### src/rtl/wb_port_arbiter.sv
// Round-robin arbiter sharing the register-file write port among NREQ writeback
// sources, with a one-entry registered writeback stage and a pending-write scoreboard.
module wb_port_arbiter #(
    parameter int NREQ = 3,
    parameter int XLEN = 32
) (
    input  logic                 CLK,
    input  logic                 RST_N,
    input  logic [NREQ-1:0]      req_valid,
    output logic [NREQ-1:0]      req_ready,
    input  logic [5*NREQ-1:0]    req_rd,
    input  logic [NREQ-1:0]      req_fp,
    input  logic [XLEN*NREQ-1:0] req_data,
    input  logic                 Stall,
    output logic                 WE_reg,
    output logic                 WE_freg,
    output logic [4:0]           rd_addr_ex,
    output logic [XLEN-1:0]      reg_write_data,
    input  logic                 iss_valid,
    input  logic [4:0]           iss_rd,
    input  logic                 iss_fp,
    input  logic [4:0]           rs1_addr,
    input  logic [4:0]           rs2_addr,
    input  logic                 chk_fp,
    output logic                 rs1_busy,
    output logic                 rs2_busy,
    output logic                 hazard,
    output logic                 waw_err
);
    localparam int PW = (NREQ > 1) ? $clog2(NREQ) : 1;
    localparam int unsigned NR = NREQ;

    logic            wb_valid;
    logic            wb_fp;
    logic [4:0]      wb_rd;
    logic [XLEN-1:0] wb_data;
    logic [PW-1:0]   rr_ptr;

    logic            can_load;
    logic            commit;
    logic            gnt_found;
    logic            grant;
    logic [PW-1:0]   gnt_idx;
    logic [PW-1:0]   cand;
    int unsigned     cand_sum;
    logic [4:0]      sel_rd;
    logic            sel_fp;
    logic [XLEN-1:0] sel_data;

    logic [31:0] pend_x, pend_f;
    logic [31:0] set_x, set_f, clr_x, clr_f;
    logic        waw_hit;

    assign can_load = ~wb_valid | ~Stall;
    assign commit   = wb_valid & ~Stall;

    // Search starts just past the last winner so every requester gets a turn.
    always_comb begin
        gnt_found = 1'b0;
        gnt_idx   = '0;
        cand      = '0;
        cand_sum  = 0;
        for (int unsigned k = 1; k <= NR; k++) begin
            cand_sum = (32'(rr_ptr) + k) % NR;
            cand     = PW'(cand_sum);
            if (!gnt_found && req_valid[cand]) begin
                gnt_found = 1'b1;
                gnt_idx   = cand;
            end
        end
    end

    assign grant = gnt_found & can_load;

    // Ready is held low during reset so no requester sees a handshake that is dropped.
    always_comb begin
        req_ready = '0;
        if (grant && RST_N) req_ready[gnt_idx] = 1'b1;
    end

    always_comb begin
        sel_rd   = '0;
        sel_fp   = 1'b0;
        sel_data = '0;
        for (int unsigned i = 0; i < NR; i++) begin
            if (gnt_idx == PW'(i)) begin
                sel_rd   = req_rd[5*i +: 5];
                sel_fp   = req_fp[i];
                sel_data = req_data[XLEN*i +: XLEN];
            end
        end
    end

    always_comb begin
        set_x = '0;
        set_f = '0;
        clr_x = '0;
        clr_f = '0;
        if (iss_valid) begin
            if (iss_fp)              set_f[iss_rd] = 1'b1;
            else if (iss_rd != 5'd0) set_x[iss_rd] = 1'b1;
        end
        if (commit) begin
            if (wb_fp) clr_f[wb_rd] = 1'b1;
            else       clr_x[wb_rd] = 1'b1;
        end
        waw_hit = |((set_x & pend_x & ~clr_x) | (set_f & pend_f & ~clr_f));
    end

    always_ff @(posedge CLK or negedge RST_N) begin
        if (!RST_N) begin
            wb_valid <= 1'b0;
            wb_fp    <= 1'b0;
            wb_rd    <= '0;
            wb_data  <= '0;
            rr_ptr   <= PW'(NR - 1);
            pend_x   <= '0;
            pend_f   <= '0;
            waw_err  <= 1'b0;
        end else begin
            if (grant) begin
                wb_valid <= 1'b1;
                wb_rd    <= sel_rd;
                wb_fp    <= sel_fp;
                wb_data  <= sel_data;
                rr_ptr   <= gnt_idx;
            end else if (commit) begin
                wb_valid <= 1'b0;
            end
            // Set is applied after clear so an issue wins over a same-cycle commit.
            pend_x <= (pend_x & ~clr_x) | set_x;
            pend_f <= (pend_f & ~clr_f) | set_f;
            if (waw_hit) waw_err <= 1'b1;
        end
    end

    assign WE_reg         = wb_valid & ~wb_fp & (wb_rd != 5'd0);
    assign WE_freg        = wb_valid & wb_fp;
    assign rd_addr_ex     = wb_rd;
    assign reg_write_data = wb_data;

    assign rs1_busy = chk_fp ? pend_f[rs1_addr] : pend_x[rs1_addr];
    assign rs2_busy = chk_fp ? pend_f[rs2_addr] : pend_x[rs2_addr];
    assign hazard   = rs1_busy | rs2_busy;

endmodule

### config.mk
export PLATFORM = sky130hd
export DESIGN_NAME = wb_port_arbiter
export DESIGN_NICKNAME = d
export VERILOG_FILES = /design/src/rtl/wb_port_arbiter.sv
export SDC_FILE = /design/constraint.sdc
export NUM_CORES = 1
export LEC_CHECK = 0
export BUFFER_PORTS_ARGS = -buffer_cell sky130_fd_sc_hd__buf_2
export CORE_ASPECT_RATIO = 1.75
export CORE_MARGIN = 10
export CORE_UTILIZATION = 58
export CTS_BUF_LIST = sky130_fd_sc_hd__clkbuf_8
export DETAILED_ROUTE_END_ITERATION = 7
export GPL_TIMING_DRIVEN = 0
export PLACE_DENSITY = 0.86
export SYNTH_ARGS = -nofsm -noshare
export SYNTH_HDL_FRONTEND = slang
export SYNTH_SLANG_ARGS = --single-unit
### constraint.sdc
create_clock -name CLK -period 3.9 [get_ports CLK]
set_input_delay 0.39 -clock CLK [delete_from_list [all_inputs] [get_ports CLK]]
set_output_delay 0.39 -clock CLK [all_outputs]
set_load 0.02 [all_outputs]
==> run metrics, run 1 <==
Worst-path clk slew 110 ps; Num CTS Buffers 9; Hold Fails Final Rpt 0; number of synthesized flops with an enable pin 0; power density over the cells about 700 nW/um2; outcome completed; Worst-Skew Late Latency about 400 ps; crit path time final approximately 3700 ps; Yosys reg bits between 100 and 150; Nets 1007; routability congestion estimate about 1.1; Worst setup EP type output port; hpwl dp between 20000 and 25000 um; area of the multi-input gates roughly 4000 um2; mean number of vias per cell between 7 and 8; worst reg2reg path depth 7; Synth cell types 60; First-pass DRT Iterations 7; predominant post-synthesis flop cell dfrtp_1; largest net degree at the start of global routing 61; n_diodes 0; Initial Util 59.5%; CTS root buffer clkbuf_8; hold_buf cts 0; RSZ-0062 raised after global routing no; Synth Net Count 818; total power 0.00568 W; Post-Synthesis Cell Area about 7000 um2; global-route wire length before repair 43900 um; worst-margin pin slew 1240 ps; WS Path Type flip-flop to output port; TNS Setup 0 ps; Post-Syn Area per Cell 10.2 um2; CP Max Fanout 10; post-cts resize count 0; Worst setup SP type flip-flop; maximum clock rate ~0.27 GHz; routed len/inst about 29 um; fraction of registers with async set/reset 100%; Worst EP arrival between 3000 and 4000 ps; sequential cell area ~2700 um2; Final WS setup slightly above 200 ps; antenna-violating nets left 0; period utilisation layout between 90% and 100%; # fillers a little under 900; Worst Hold Class input pin to async pin; clock sink count roughly 110; Reg-to-Reg End waw_err$_DFFE_PN0P_; VDD IR max between 0.5 and 0.6 mV; CTS tree done; IO buf count between 150 and 200; Layout area overhead 18.5%; Post-Route WL ~29000 um; vias approximately 7.3k; Worst Path Required roughly 3500 ps; Cells after Synth 678; worst hold slack around 11 ps; commonest cells after routing, fill and taps aside buf_2 (193), o21ai_0 (120), dfrtp_1 (105); Total GRT Usage a little over a third; Syn. warnings 0; Worst R2R Start rd_addr_ex[0]$_DFFE_PN0P_; initial antenna violation count 0; fin util between 70 and 80%; die width between 100 and 150 um; H-tree levels 3; max cap viols 0; vias in the first global route 7682; R2R Setup Slk a little under 700 ps; Slew Limit Fails 0; Die Area ~17000 um2; chip height 164 um; Clock Skew 17.0 ps; setup repair bufs after CTS 0; pre-CTS setup slack ~610 ps; initial DRC count 910; total gr overflow 0; row cnt 52; Ports approximately 180; layout cells sized above 1 a little under 30%; CTS Buffer Depth 2; Slew HR between 10% and 20%; post-synthesis sequential area ratio about two fifths; drt drc 0; commonest non-fill, non-tap cell in the layout buf_2; static leakage 3.79 nW; Final setup viols 0; CORE AREA ~12000 um2
[layer usage]
metal,part of all wire (%),global-route usage [%]
met1,31,34.1
met2,50,59.1
met3,10,10.7
met4,8.9,28.4
met5,0,0
[sequential cells by signal (all words and copies together) (netlist names)]
register / count
wb_valid: 1
rr_ptr: 2
wb_fp: 1
reg_write_data: 32
waw_err: 1
pend_f: 32
rd_addr_ex: 5
pend_x: 32
[metrics by stage]
step,std cells,cell area [um2]
after global placement,990,7950
after global routing,1007,8170
after floorplan,678,6890
after CTS,1007,8170
final,1007,8170
after detailed placement,991,7980
[how the worst max path moves through the flow]
stage | start | end
after floorplan | rs1_addr[0] | hazard
after global placement | RST_N | req_ready[0]
after detailed placement | rs2_addr[1] | hazard
after CTS | rr_ptr[1]$_DFFE_PN1P_ | req_ready[0]
after global routing | rr_ptr[1]$_DFFE_PN1P_ | req_ready[0]
final | rr_ptr[1]$_DFFE_PN1P_ | req_ready[0]
[cells by family after synthesis]
logic type      count (synthesis)  synth area share, %
fa+ha+maj                       4                0.653
simple gates                  150                 13.5
compound gates                269                 24.7
mux                            83                 18.6
buf+inv                        66                 4.07
flops                         106                 38.5
[area by class of cell]
type                       count  share of cell area (%)
clock buffer                  10                    1.69
buffer                        60                    3.16
inverter                       6                   0.276
multi-input combinational    506                    48.5
clock inverter                 6                   0.567
timing repair buffer         178                    11.2
sequential                   106                    32.5
tap                          135                    2.07
[worst max-delay path, cell delays in order (launching register included)]
cell and delay (ps):
dfstp_2 580, inv_1 50, ha_1 250, maj3_1 350, o221ai_1 190, buf_2 330
buf_2 340, clkbuf_1 440, nand2_1 90, nor2_1 100, buf_2 180
[synthesized netlist by cell type, drive strengths merged, types with 3 or more instances]
cell type,number,share of area (%)
nand3b,7,0.76
nand3,8,0.58
dfrtp,105,38
and3b,3,0.38
o221ai,3,0.38
or4,4,0.49
or4b,7,1.2
mux4,36,12
buf,23,1.7
nor2b,5,0.45
a21oi,7,0.51
o21ai,128,9.3
mux2i,46,6.7
nor2,49,2.7
nand4b,9,1.1
and2,3,0.27
o211ai,8,0.87
a211oi,39,4.2
nor3b,5,0.54
clkbuf,37,2.0
o22ai,19,1.7
a21o,38,4.1
inv,6,0.33
nand2,20,1.1
o2111ai,9,1.1
a22oi,3,0.33
nand4bb,11,1.8
[power by group]
part / internal [W] / switching, W / leakage (nW)
Clock: 0.000259 / 0.000425 / 0.101
Combinational: 0.00119 / 0.00182 / 2.38
Sequential: 0.00158 / 0.000412 / 1.32
Total: 0.00303 / 0.00266 / 3.79
Note: power is estimated with default switching activity, not from simulation.
==> run 2, diff against run 1 <==
Settings changed: PLACE_DENSITY 0.86 to 0.87.
==> run 2 against run 1 <==
Effect of this change: hold slack better by 5.0 ps; highest routed layer unchanged; total power is 0.63% lower; setup slack worse by 33 ps; die area stayed put; critical endpoint unchanged; largest cell class unchanged.
==> run metrics, run 2 (synthesis gave the netlist of run 1 again) <==
Layout area overhead 18.6%; chip height roughly 160 um; Total GRT Usage around a third; setup repair bufs after CTS 0; TNS Setup 0 ps; WS Path Type flip-flop to output port; worst hold slack 15.8 ps; CTS tree done; Sw Share ~46%; hold_buf cts 0; Worst Path Required roughly 3500 ps; outcome completed; Flop pwr share 35.2%; # fillers 928; crit path time final ~3700 ps; Slew HR between 30% and 40%; Num CTS Buffers 9; Clock Skew 11.7 ps; CTS root buffer clkbuf_8; Clk pwr share approximately 12%; Gate power share 52.7%; Post-DP Area approximately 8000 um2; Nets roughly 1.0k; Post-Route WL roughly 29000 um; CTS Buffer Depth 2; Final setup viols 0; maximum clock rate ~0.27 GHz; power density over the cells ~690 nW/um2; hpwl dp 23200 um; static leakage between 3 and 4 nW; Hold Fails Final Rpt 0; mean number of vias per cell just over 7; commonest non-fill, non-tap cell in the layout buf_2; CORE AREA ~12000 um2; initial DRC count 664; total gr overflow 0; Die Area 16800 um2; Ports around 180; Worst setup EP type output port; Slew Limit Fails 0; commonest cells after routing, fill and taps aside buf_2 (193), o21ai_0 (120), dfrtp_1 (105); initial antenna violation count 0; Worst Hold Class input pin to async pin; Worst-path clk slew ~110 ps; Worst setup SP type flip-flop; die width a little over 100 um; Worst EP arrival approximately 3300 ps; vias about 7.1k; antenna-violating nets left 0; layout cells sized above 1 30.0%; RSZ-0062 raised after global routing no; IO buf count approximately 180; global-route wire length before repair approximately 43000 um; n_diodes 0; vias in the first global route about 7.5k; period utilisation layout 95.5%; clock sink count 106; routability congestion estimate about 1.0; VDD IR max 0.524 mV; Int Pwr between 0.003 and 0.004 W; routed len/inst about 29 um; First-pass DRT Iterations 5; post-layout instance area between 8000 and 9000 um2; P_sw ~0.0026 W; Worst-Skew Late Latency 390 ps; worst-margin pin slew ~940 ps; post-cts resize count 0; largest net degree at the start of global routing 61; CP Max Fanout 10; H-tree levels 3; row cnt 52; Initial Util approximately three fifths; drt drc 0; max cap viols 0
## run 2: cell types whose count changed in the layout (fill, tap and decap cells not counted), sizes merged
cell	before	now
clkbuf	47	46
clkinvlp	0	1
inv	11	9
clkinv	1	2
## run 2: metrics by stage
step           total power, W  worst slack [ps]  cells  util, %
4_1_cts               0.00558               142   1007     70.5
3_5_place_dp          0.00491               534    991     68.9
6_report              0.00565               174   1006     70.6
3_3_place_gp          0.00482               405    990     68.6
5_1_grt               0.00592               122   1006     70.6
2_1_floorplan         0.00385               970    678        -
## run 2: per-layer routing
layer / wire length [um] / up-vias / track usage, % / part of all wire (%)
met5: 0 / - / 0 / 0
met4: 2440 / 0 / 27.8 / 8.5
met3: 2650 / 134 / 9.17 / 9.2
met2: 14300 / 536 / 57.7 / 50
met1: 9360 / 3404 / 35.1 / 33
li1: - / 3029 / - / -
## run 2: layout make-up
| type | instances | area [um2] | area share, % |
|---|---|---|---|
| Tap cell | 135 | 169 | 2.07 |
| Sequential cell | 106 | 2650 | 32.5 |
| Buffer | 59 | 254 | 3.11 |
| Clock buffer | 10 | 138 | 1.68 |
| Inverter | 6 | 22.5 | 0.275 |
| Clock inverter | 6 | 51.3 | 0.627 |
| Multi-Input combinational cell | 506 | 3970 | 48.6 |
| Timing Repair Buffer | 178 | 916 | 11.2 |
## run 2: power groups by stage
| stage | registers, W | clock network (W) | logic (W) |
|---|---|---|---|
| after CTS | 0.00196 | 0.000682 | 0.00294 |
| final | 0.00199 | 0.000684 | 0.00298 |
| after floorplan | 0.00210 | 0 | 0.00175 |
| after detailed placement | 0.00198 | 0 | 0.00293 |
| after global placement | 0.00195 | 0 | 0.00287 |
| after global routing | 0.00202 | 0.000720 | 0.00318 |
## run 2: worst paths after layout
path,slack [ps],cells past startpoint,end,from
min reg2reg,480,1,reg_write_data[27]$_DFFE_PN0P_,reg_write_data[27]$_DFFE_PN0P_
min,20,1,reg_write_data[27]$_DFFE_PN0P_,RST_N
max reg2reg,400,8,waw_err$_DFFE_PN0P_,rd_addr_ex[0]$_DFFE_PN0P_
max,170,8,req_ready[0],rr_ptr[1]$_DFFE_PN1P_
min in group CLK,410,4,reg_write_data[4]$_DFFE_PN0P_,req_data[68]
max in group asynchronous,3120,2,rr_ptr[1]$_DFFE_PN1P_,RST_N
## run 2: critical path, cell delays in order (launching register included)
cell      delay (ps)
dfstp_2          570
ha_1             300
o21a_1           210
o21ai_0          230
buf_1            630
clkbuf_1         440
nand2_1          100
nor2_1           250
buf_2            230
